$ cat config.mk
export PLATFORM = sky130hd
export DESIGN_NAME = icache_direct_mapped_flat
export DESIGN_NICKNAME = d
export VERILOG_FILES = /design/src/rtl/icache_direct_mapped_if.sv /design/src/rtl/icache_direct_mapped.sv /design/src/flat_wrapper.sv
export SDC_FILE = /design/constraint.sdc
export NUM_CORES = 2
export LEC_CHECK = 0
export CAP_MARGIN = 10
export CORE_MARGIN = 1.5
export CORE_UTILIZATION = 35
export CTS_CLUSTER_DIAMETER = 80
export DETAILED_ROUTE_END_ITERATION = 8
export MAX_ROUTING_LAYER = met4
export PLACE_DENSITY_LB_ADDON = 0.25
export SLEW_MARGIN = 5
export SYNTH_ARGS = -nofsm -noshare
export SYNTH_HDL_FRONTEND = slang
export SYNTH_SLANG_ARGS = --single-unit
$ cat constraint.sdc
create_clock -name clk -period 4.3 [get_ports clk]
set_input_delay 0.86 -clock clk [delete_from_list [all_inputs] [get_ports clk]]
set_output_delay 0.86 -clock clk [all_outputs]
set_load 0.01 [all_outputs]
$ cat src/rtl/icache_direct_mapped_if.sv
`default_nettype none
// ============================================================================
// Module   : icache_direct_mapped_if
// Purpose  : IFU fetch port, arbiter refill port and counters of the I-cache.
// Revision : 1.0
// ============================================================================
interface icache_direct_mapped_if #(
    parameter int ADDR_W = 32,
    parameter int DATA_W = 32
);
    logic [ADDR_W-1:0] ifu_addr;
    logic              ifu_req;
    logic [DATA_W-1:0] ifu_rdata;
    logic              ifu_rvalid;
    logic              flush;
    logic [ADDR_W-1:0] bus_araddr;
    logic              bus_arvalid;
    logic [DATA_W-1:0] bus_rdata;
    logic              bus_rvalid;
    logic [31:0]       hit_cnt;
    logic [31:0]       miss_cnt;

    // The cache side.
    modport slave (
        input  ifu_addr, ifu_req, flush, bus_rdata, bus_rvalid,
        output ifu_rdata, ifu_rvalid, bus_araddr, bus_arvalid, hit_cnt, miss_cnt
    );

    // The IFU / arbiter side.
    modport master (
        output ifu_addr, ifu_req, flush, bus_rdata, bus_rvalid,
        input  ifu_rdata, ifu_rvalid, bus_araddr, bus_arvalid, hit_cnt, miss_cnt
    );
endinterface
`default_nettype wire

$ cat src/rtl/icache_direct_mapped.sv
`default_nettype none
// ============================================================================
// Module   : icache_direct_mapped
// Purpose  : Direct-mapped read-only I-cache, critical-word-first wrapping refill.
// Revision : 1.0
// ============================================================================
module icache_direct_mapped #(
    parameter int ADDR_W     = 32,
    parameter int DATA_W     = 32,
    parameter int LINE_WORDS = 4,
    parameter int SETS       = 16
) (
    input  wire logic              clk,
    input  wire logic              rst,
    icache_direct_mapped_if.slave  cif
);
    localparam int c_OFF_W  = $clog2(LINE_WORDS);
    localparam int c_IDX_W  = $clog2(SETS);
    localparam int c_LINE_W = ADDR_W - c_OFF_W - 2;
    localparam int c_TAG_W  = c_LINE_W - c_IDX_W;

    localparam logic [c_OFF_W-1:0] c_LAST = c_OFF_W'(LINE_WORDS - 1);
    localparam logic [c_OFF_W-1:0] c_ONE  = c_OFF_W'(1);

    localparam logic [1:0] c_ST_IDLE = 2'd0;
    localparam logic [1:0] c_ST_FILL = 2'd1;
    localparam logic [1:0] c_ST_GAP  = 2'd2;
    localparam logic [1:0] c_ST_RESP = 2'd3;

    logic [DATA_W-1:0]   r_mem  [SETS][LINE_WORDS];
    logic [c_TAG_W-1:0]  r_tags [SETS];
    logic [SETS-1:0]     r_valid;

    logic [1:0]          r_state;
    logic                r_abort;
    logic [c_LINE_W-1:0] r_line;
    logic [c_OFF_W-1:0]  r_w;
    logic [c_OFF_W-1:0]  r_cnt;
    logic [DATA_W-1:0]   r_rdata;
    logic                r_rvalid;
    logic                r_arvalid;
    logic [ADDR_W-1:0]   r_araddr;
    logic [31:0]         r_hit_cnt;
    logic [31:0]         r_miss_cnt;

    logic [c_OFF_W-1:0]  w_off;
    logic [c_LINE_W-1:0] w_line;
    logic [c_IDX_W-1:0]  w_idx;
    logic [c_TAG_W-1:0]  w_tag;
    logic                w_hit;
    logic [c_IDX_W-1:0]  w_fill_idx;
    logic [c_OFF_W-1:0]  w_w_next;
    logic                w_fill_last;
    logic                w_fill_we;
    logic                w_unused_lsb;

    assign w_off        = cif.ifu_addr[c_OFF_W+1:2];
    assign w_line       = cif.ifu_addr[ADDR_W-1:c_OFF_W+2];
    assign w_idx        = w_line[c_IDX_W-1:0];
    assign w_tag        = w_line[c_LINE_W-1:c_IDX_W];
    assign w_hit        = r_valid[w_idx] && (r_tags[w_idx] == w_tag);
    assign w_fill_idx   = r_line[c_IDX_W-1:0];
    assign w_w_next     = r_w + c_ONE;
    assign w_fill_last  = (r_cnt == c_LAST);
    assign w_fill_we    = (r_state == c_ST_FILL) && cif.bus_rvalid && !cif.flush && !r_abort;
    assign w_unused_lsb = &{1'b0, cif.ifu_addr[1:0]};

    // Line storage has no reset; r_valid alone decides whether it is usable.
    always_ff @(posedge clk) begin
        if (w_fill_we) begin
            r_mem[w_fill_idx][r_w] <= cif.bus_rdata;
            if (w_fill_last) begin
                r_tags[w_fill_idx] <= r_line[c_LINE_W-1:c_IDX_W];
            end
        end
    end

    always_ff @(posedge clk) begin
        if (rst) begin
            r_state    <= c_ST_IDLE;
            r_valid    <= '0;
            r_abort    <= 1'b0;
            r_line     <= '0;
            r_w        <= '0;
            r_cnt      <= '0;
            r_rdata    <= '0;
            r_rvalid   <= 1'b0;
            r_arvalid  <= 1'b0;
            r_araddr   <= '0;
            r_hit_cnt  <= '0;
            r_miss_cnt <= '0;
        end else begin
            if (cif.flush) begin
                r_valid <= '0;
            end
            case (r_state)
                c_ST_IDLE: begin
                    if (!cif.flush && cif.ifu_req) begin
                        if (w_hit) begin
                            r_rdata   <= r_mem[w_idx][w_off];
                            r_rvalid  <= 1'b1;
                            r_hit_cnt <= r_hit_cnt + 32'd1;
                            r_state   <= c_ST_RESP;
                        end else begin
                            r_line         <= w_line;
                            r_w            <= w_off;
                            r_cnt          <= '0;
                            r_miss_cnt     <= r_miss_cnt + 32'd1;
                            r_valid[w_idx] <= 1'b0;
                            r_araddr       <= {w_line, w_off, 2'b00};
                            r_arvalid      <= 1'b1;
                            r_abort        <= 1'b0;
                            r_state        <= c_ST_FILL;
                        end
                    end
                end
                c_ST_FILL: begin
                    if (cif.bus_rvalid) begin
                        r_arvalid <= 1'b0;
                        if (cif.flush || r_abort) begin
                            // Outstanding read has drained; its data is dropped.
                            r_abort <= 1'b0;
                            r_state <= c_ST_IDLE;
                        end else begin
                            if (r_cnt == '0) begin
                                r_rdata <= cif.bus_rdata;
                            end
                            r_w   <= w_w_next;
                            r_cnt <= r_cnt + c_ONE;
                            if (w_fill_last) begin
                                r_valid[w_fill_idx] <= 1'b1;
                                r_rvalid            <= 1'b1;
                                r_state             <= c_ST_RESP;
                            end else begin
                                r_araddr <= {r_line, w_w_next, 2'b00};
                                r_state  <= c_ST_GAP;
                            end
                        end
                    end else if (cif.flush) begin
                        r_abort <= 1'b1;
                    end
                end
                c_ST_GAP: begin
                    if (cif.flush) begin
                        r_state <= c_ST_IDLE;
                    end else begin
                        r_arvalid <= 1'b1;
                        r_state   <= c_ST_FILL;
                    end
                end
                c_ST_RESP: begin
                    r_rvalid <= 1'b0;
                    r_state  <= c_ST_IDLE;
                end
                default: begin
                    r_state <= c_ST_IDLE;
                end
            endcase
        end
    end

    assign cif.ifu_rdata   = r_rdata;
    assign cif.ifu_rvalid  = r_rvalid;
    assign cif.bus_araddr  = r_araddr;
    assign cif.bus_arvalid = r_arvalid;
    assign cif.hit_cnt     = r_hit_cnt;
    assign cif.miss_cnt    = r_miss_cnt;

endmodule
`default_nettype wire

$ cat src/flat_wrapper.sv
// flat-port wrapper written by rule: the top's interface ports become plain ports
module icache_direct_mapped_flat 
#(
    parameter int ADDR_W     = 32,
    parameter int DATA_W     = 32,
    parameter int LINE_WORDS = 4,
    parameter int SETS       = 16
)
  (clk, rst, cif_ifu_addr, cif_ifu_req, cif_flush, cif_bus_rdata, cif_bus_rvalid, cif_ifu_rdata, cif_ifu_rvalid, cif_bus_araddr, cif_bus_arvalid, cif_hit_cnt, cif_miss_cnt);
  icache_direct_mapped_if #(.ADDR_W(ADDR_W), .DATA_W(DATA_W)) cif_i ();
  input  wire logic clk;
  input  wire logic rst;
  input wire logic [$bits(cif_i.ifu_addr)-1:0] cif_ifu_addr;
  input wire logic [$bits(cif_i.ifu_req)-1:0] cif_ifu_req;
  input wire logic [$bits(cif_i.flush)-1:0] cif_flush;
  input wire logic [$bits(cif_i.bus_rdata)-1:0] cif_bus_rdata;
  input wire logic [$bits(cif_i.bus_rvalid)-1:0] cif_bus_rvalid;
  output wire logic [$bits(cif_i.ifu_rdata)-1:0] cif_ifu_rdata;
  output wire logic [$bits(cif_i.ifu_rvalid)-1:0] cif_ifu_rvalid;
  output wire logic [$bits(cif_i.bus_araddr)-1:0] cif_bus_araddr;
  output wire logic [$bits(cif_i.bus_arvalid)-1:0] cif_bus_arvalid;
  output wire logic [$bits(cif_i.hit_cnt)-1:0] cif_hit_cnt;
  output wire logic [$bits(cif_i.miss_cnt)-1:0] cif_miss_cnt;
  assign cif_i.ifu_addr = cif_ifu_addr;
  assign cif_i.ifu_req = cif_ifu_req;
  assign cif_i.flush = cif_flush;
  assign cif_i.bus_rdata = cif_bus_rdata;
  assign cif_i.bus_rvalid = cif_bus_rvalid;
  assign cif_ifu_rdata = cif_i.ifu_rdata;
  assign cif_ifu_rvalid = cif_i.ifu_rvalid;
  assign cif_bus_araddr = cif_i.bus_araddr;
  assign cif_bus_arvalid = cif_i.bus_arvalid;
  assign cif_hit_cnt = cif_i.hit_cnt;
  assign cif_miss_cnt = cif_i.miss_cnt;
  icache_direct_mapped #(.ADDR_W(ADDR_W), .DATA_W(DATA_W), .LINE_WORDS(LINE_WORDS), .SETS(SETS)) u_core (.clk(clk), .rst(rst), .cif(cif_i));
endmodule
==> flow_summary.yaml <==
floorplanning:
  fp.dieH_um: 542
  initial_utilization_pct: 35.3
  fp.dieW_um: 542
  coreArea_um2: 289000
  rows: 197
  pin_count: 199
  dieArea_um2: 294000
power:
  peakVddDrop_mv: 0.311
  pwr-share-comb_pct: 5.3
  power_w: 0.0540
  power_switching_w: 0.0115
  power_density_nw_per_um2: 447
  internal_power_w: 0.0424
  power_frac_seq_pct: 51.7
  swShare_pct: 21.4
  leakagePower_nw: 38.1
  p_clk_share_pct: 43.0
timing:
  setup_ws_ns: 0.294
  max_freq_ghz: 0.250
  tns_ns: 0
  tightest_slew_ns: 1.16
  setup_viol: 0
  maxSlewViolCount: 0
  max-slew-margin-rel_pct: 22.5
  finalClockSkew_ns: 0.0732
  hold_violations: 0
  fin_crit_sh_pct: 93.2
  finalCriticalPeriod_ns: 4.01
  rsz0062_at_grt: "no"
final_layout:
  final_area_um2: 121000
  drive_above_1_share_pct: 26.9
  final_nets: 5690
  syn2layout_area_growth_pct: 18.7
  utilization_pct: 41.9
worst_setup_path:
  cp-start-kind: "input pin"
  critPathRequiredTime_ns: 5.04
  crit_fanout: 20
  worstSetupEndpointType: "flop"
  ff2ff_path_depth: 10
  crit_type: "input pin to flop"
  r2r_slack_ns: 0.35
  arrival_ns: 4.75
place:
  place.gp.congestion: 0.853
  io_buffers: 194
  placed_cell_area_um2: 112000
  preCtsSetupSlack_ns: -0.753
  dp_hpwl_um: 157000
cts:
  clock_sink_count: 2611
  root_buffer: "clkbuf_16"
  cts_tree: "yes"
  cts_setup_buffers: 0
  cts_max_path_buffers: 4
  cts_inserted_buffers: 281
  clk_latency_ns: 0.86
  htree_num_levels: 5
  cts.clk_slew.worst_paths_ns: 0.06
detailed_routing:
  drt-total-wl_um: 278000
  vias_per_cell: 5.52
  dr.pass1.iters: 8
  vias: 53497
  avgRoutedWirePerCell_um: 28.7
  postRouteAntennaNets: 0
  drt_iter0_drc: 5861
  drc: 0
synthesis:
  synth_common_cells: "edfxtp_1 (2432), mux4_2 (613), mux2i_1 (211)"
  yosysWarnings: 0
  synth_flop_cell: "edfxtp_1"
  synth_xor_area_share_pct: 0.189
  synth_area_leader_cell: "edfxtp_1"
  synth-seq-cells: 2611
  synth_compound_area_share_pct: 3.63
  syn_area_um2: 102000
  yosys.area_share.simple_pct: 3.16
  avgSynthCellArea_um2: 20.1
  synthMuxAreaShare_pct: 16.2
  seq_area_frac_synth_pct: 75.3
  synthDistinctLibCells: 68
  synth_area_leaders: "edfxtp_1 (72%), mux4_2 (14%), dfxtp_1 (3.5%)"
  synth_top_family_by_area: "multiplexers"
  syn_inst: 5063
  yosysMostFrequentCell: "edfxtp_1"
  synthAdderAreaFrac_pct: 0.0983
  synth_enable_flop_cells: 2432
  async_flop_share_pct: 0
  synth_top_cell_area_share_pct: 71.7
worst_hold_path:
  whs_path_depth: 2
  min_path_type: "input pin to flop"
global_route:
  grtUsageTotal_pct: 19.2
  antenna_found_initial: 10
  grt_pass1_wl_um: 398000
  grt_max_degree: 107
  gr-total-overflow: 0
  grt_pass1_vias: 53613
status:
  outcome: "finished clean"
run:
  drv_cap: 0
-- power groups by stage --
stage	Sequential, W	Combinational, W	Clock (W)
after floorplan	0.0284	0.00148	0
after global placement	0.0285	0.00286	0
after detailed placement	0.0285	0.00289	0
after CTS	0.0279	0.00290	0.0237
after global routing	0.0279	0.00305	0.0246
final	0.0279	0.00286	0.0232
-- cell usage in the layout (no fill, tap or decap), types with 34 or more instances in the layout --
cell | netlist | routed
a211oi_1 | 38 | 36
a21oi_1 | 159 | 158
a22oi_1 | 44 | 44
buf_12 | 0 | 116
buf_4 | 13 | 269
clkbuf_1 | 171 | 67
clkbuf_16 | 0 | 286
clkdlybuf4s50_1 | 0 | 156
clkinv_1 | 2 | 47
clkinv_2 | 0 | 38
dfxtp_1 | 179 | 179
edfxtp_1 | 2432 | 2432
inv_1 | 34 | 34
mux2_2 | 49 | 49
mux2i_1 | 211 | 211
mux4_2 | 613 | 613
nand2_1 | 110 | 109
nand3_1 | 78 | 77
nand4_1 | 52 | 52
nor2_1 | 176 | 94
nor2_4 | 0 | 80
o21ai_0 | 102 | 102
o22ai_1 | 34 | 34
or3_1 | 56 | 56
-- repair_timing --
action,CTS,global route
resized for setup,0,1
hold buffers,0,0
endpoints found under the hold margin,0,0
setup endpoints to repair,0,27
-- metal layers --
metal / up-vias / GRT usage (%) / part of all wire [%]
li1: 22257 / - / -
met1: 28972 / 26.8 / 44
met2: 1858 / 30.3 / 48
met3: 410 / 2.38 / 6.1
met4: 0 / 4.32 / 2.1
met5: - / - / 0
-- worst paths after layout --
check,from,to
worst min register to register,u_core.cif.hit_cnt[9],u_core.cif.hit_cnt[9]
worst min-delay path,rst,u_core.r_line[19]
worst max-delay path,cif_ifu_addr[4],u_core.cif.hit_cnt[20]
worst max register to register,u_core.r_tags[7][7],u_core.cif.hit_cnt[20]
-- final cells by class --
| class | count | area (um^2) |
|---|---|---|
| flip-flops and latches | 2611 | 76600 |
| well taps | 3880 | 4850 |
| clock inverters | 119 | 1120 |
| repair buffers | 577 | 6130 |
| diodes | 4 | 10.0 |
| clock buffers | 363 | 7550 |
| fillers | 25194 | 168000 |
| inverters | 37 | 144 |
| multi-input cells | 2105 | 24400 |
-- worst max-delay path: stages --
cell and delay [ns]:
buf_8 0.21, buf_4 0.29, mux4_2 0.53, mux2i_1 0.18, xnor2_1 0.15, nand4_1 0.26
nor4_2 0.52, o211ai_1 0.27, or4_4 0.73, buf_4 0.20, or3_1 0.35, a21oi_1 0.16
-- logic make-up after synthesis --
group | after synthesis
adders and majority gates | 8
AOI/OAI and AO/OA | 563
xor gates and xnor gates | 22
other | 1
buffers and inverters | 348
DFF | 2611
muxes | 873
and+or+nand+nor | 637
-- stage by stage --
stage	instances	hold WS [ns]
2_1_floorplan	5064	0.465
3_3_place_gp	9208	0.468
3_5_place_dp	9208	0.490
4_1_cts	9690	0.404
5_1_grt	9696	0.412
6_report	9696	0.451
-- state kept, by name (all words and copies together), names as in the netlist --
| name | count |
|---|---|
| u_core.r_cnt | 2 |
| u_core.r_state | 2 |
| u_core.r_tags | 384 |
| u_core.cif.bus_araddr | 30 |
| u_core.cif.ifu_rdata | 32 |
| u_core.cif.miss_cnt | 32 |
| u_core.cif.ifu_rvalid | 1 |
| u_core.cif.bus_arvalid | 1 |
| u_core.r_valid | 16 |
| u_core.r_line | 28 |
| u_core.r_w | 2 |
| u_core.cif.hit_cnt | 32 |
| u_core.r_abort | 1 |
| u_core.r_mem | 2048 |
Note: power is estimated with default switching activity, not from simulation.
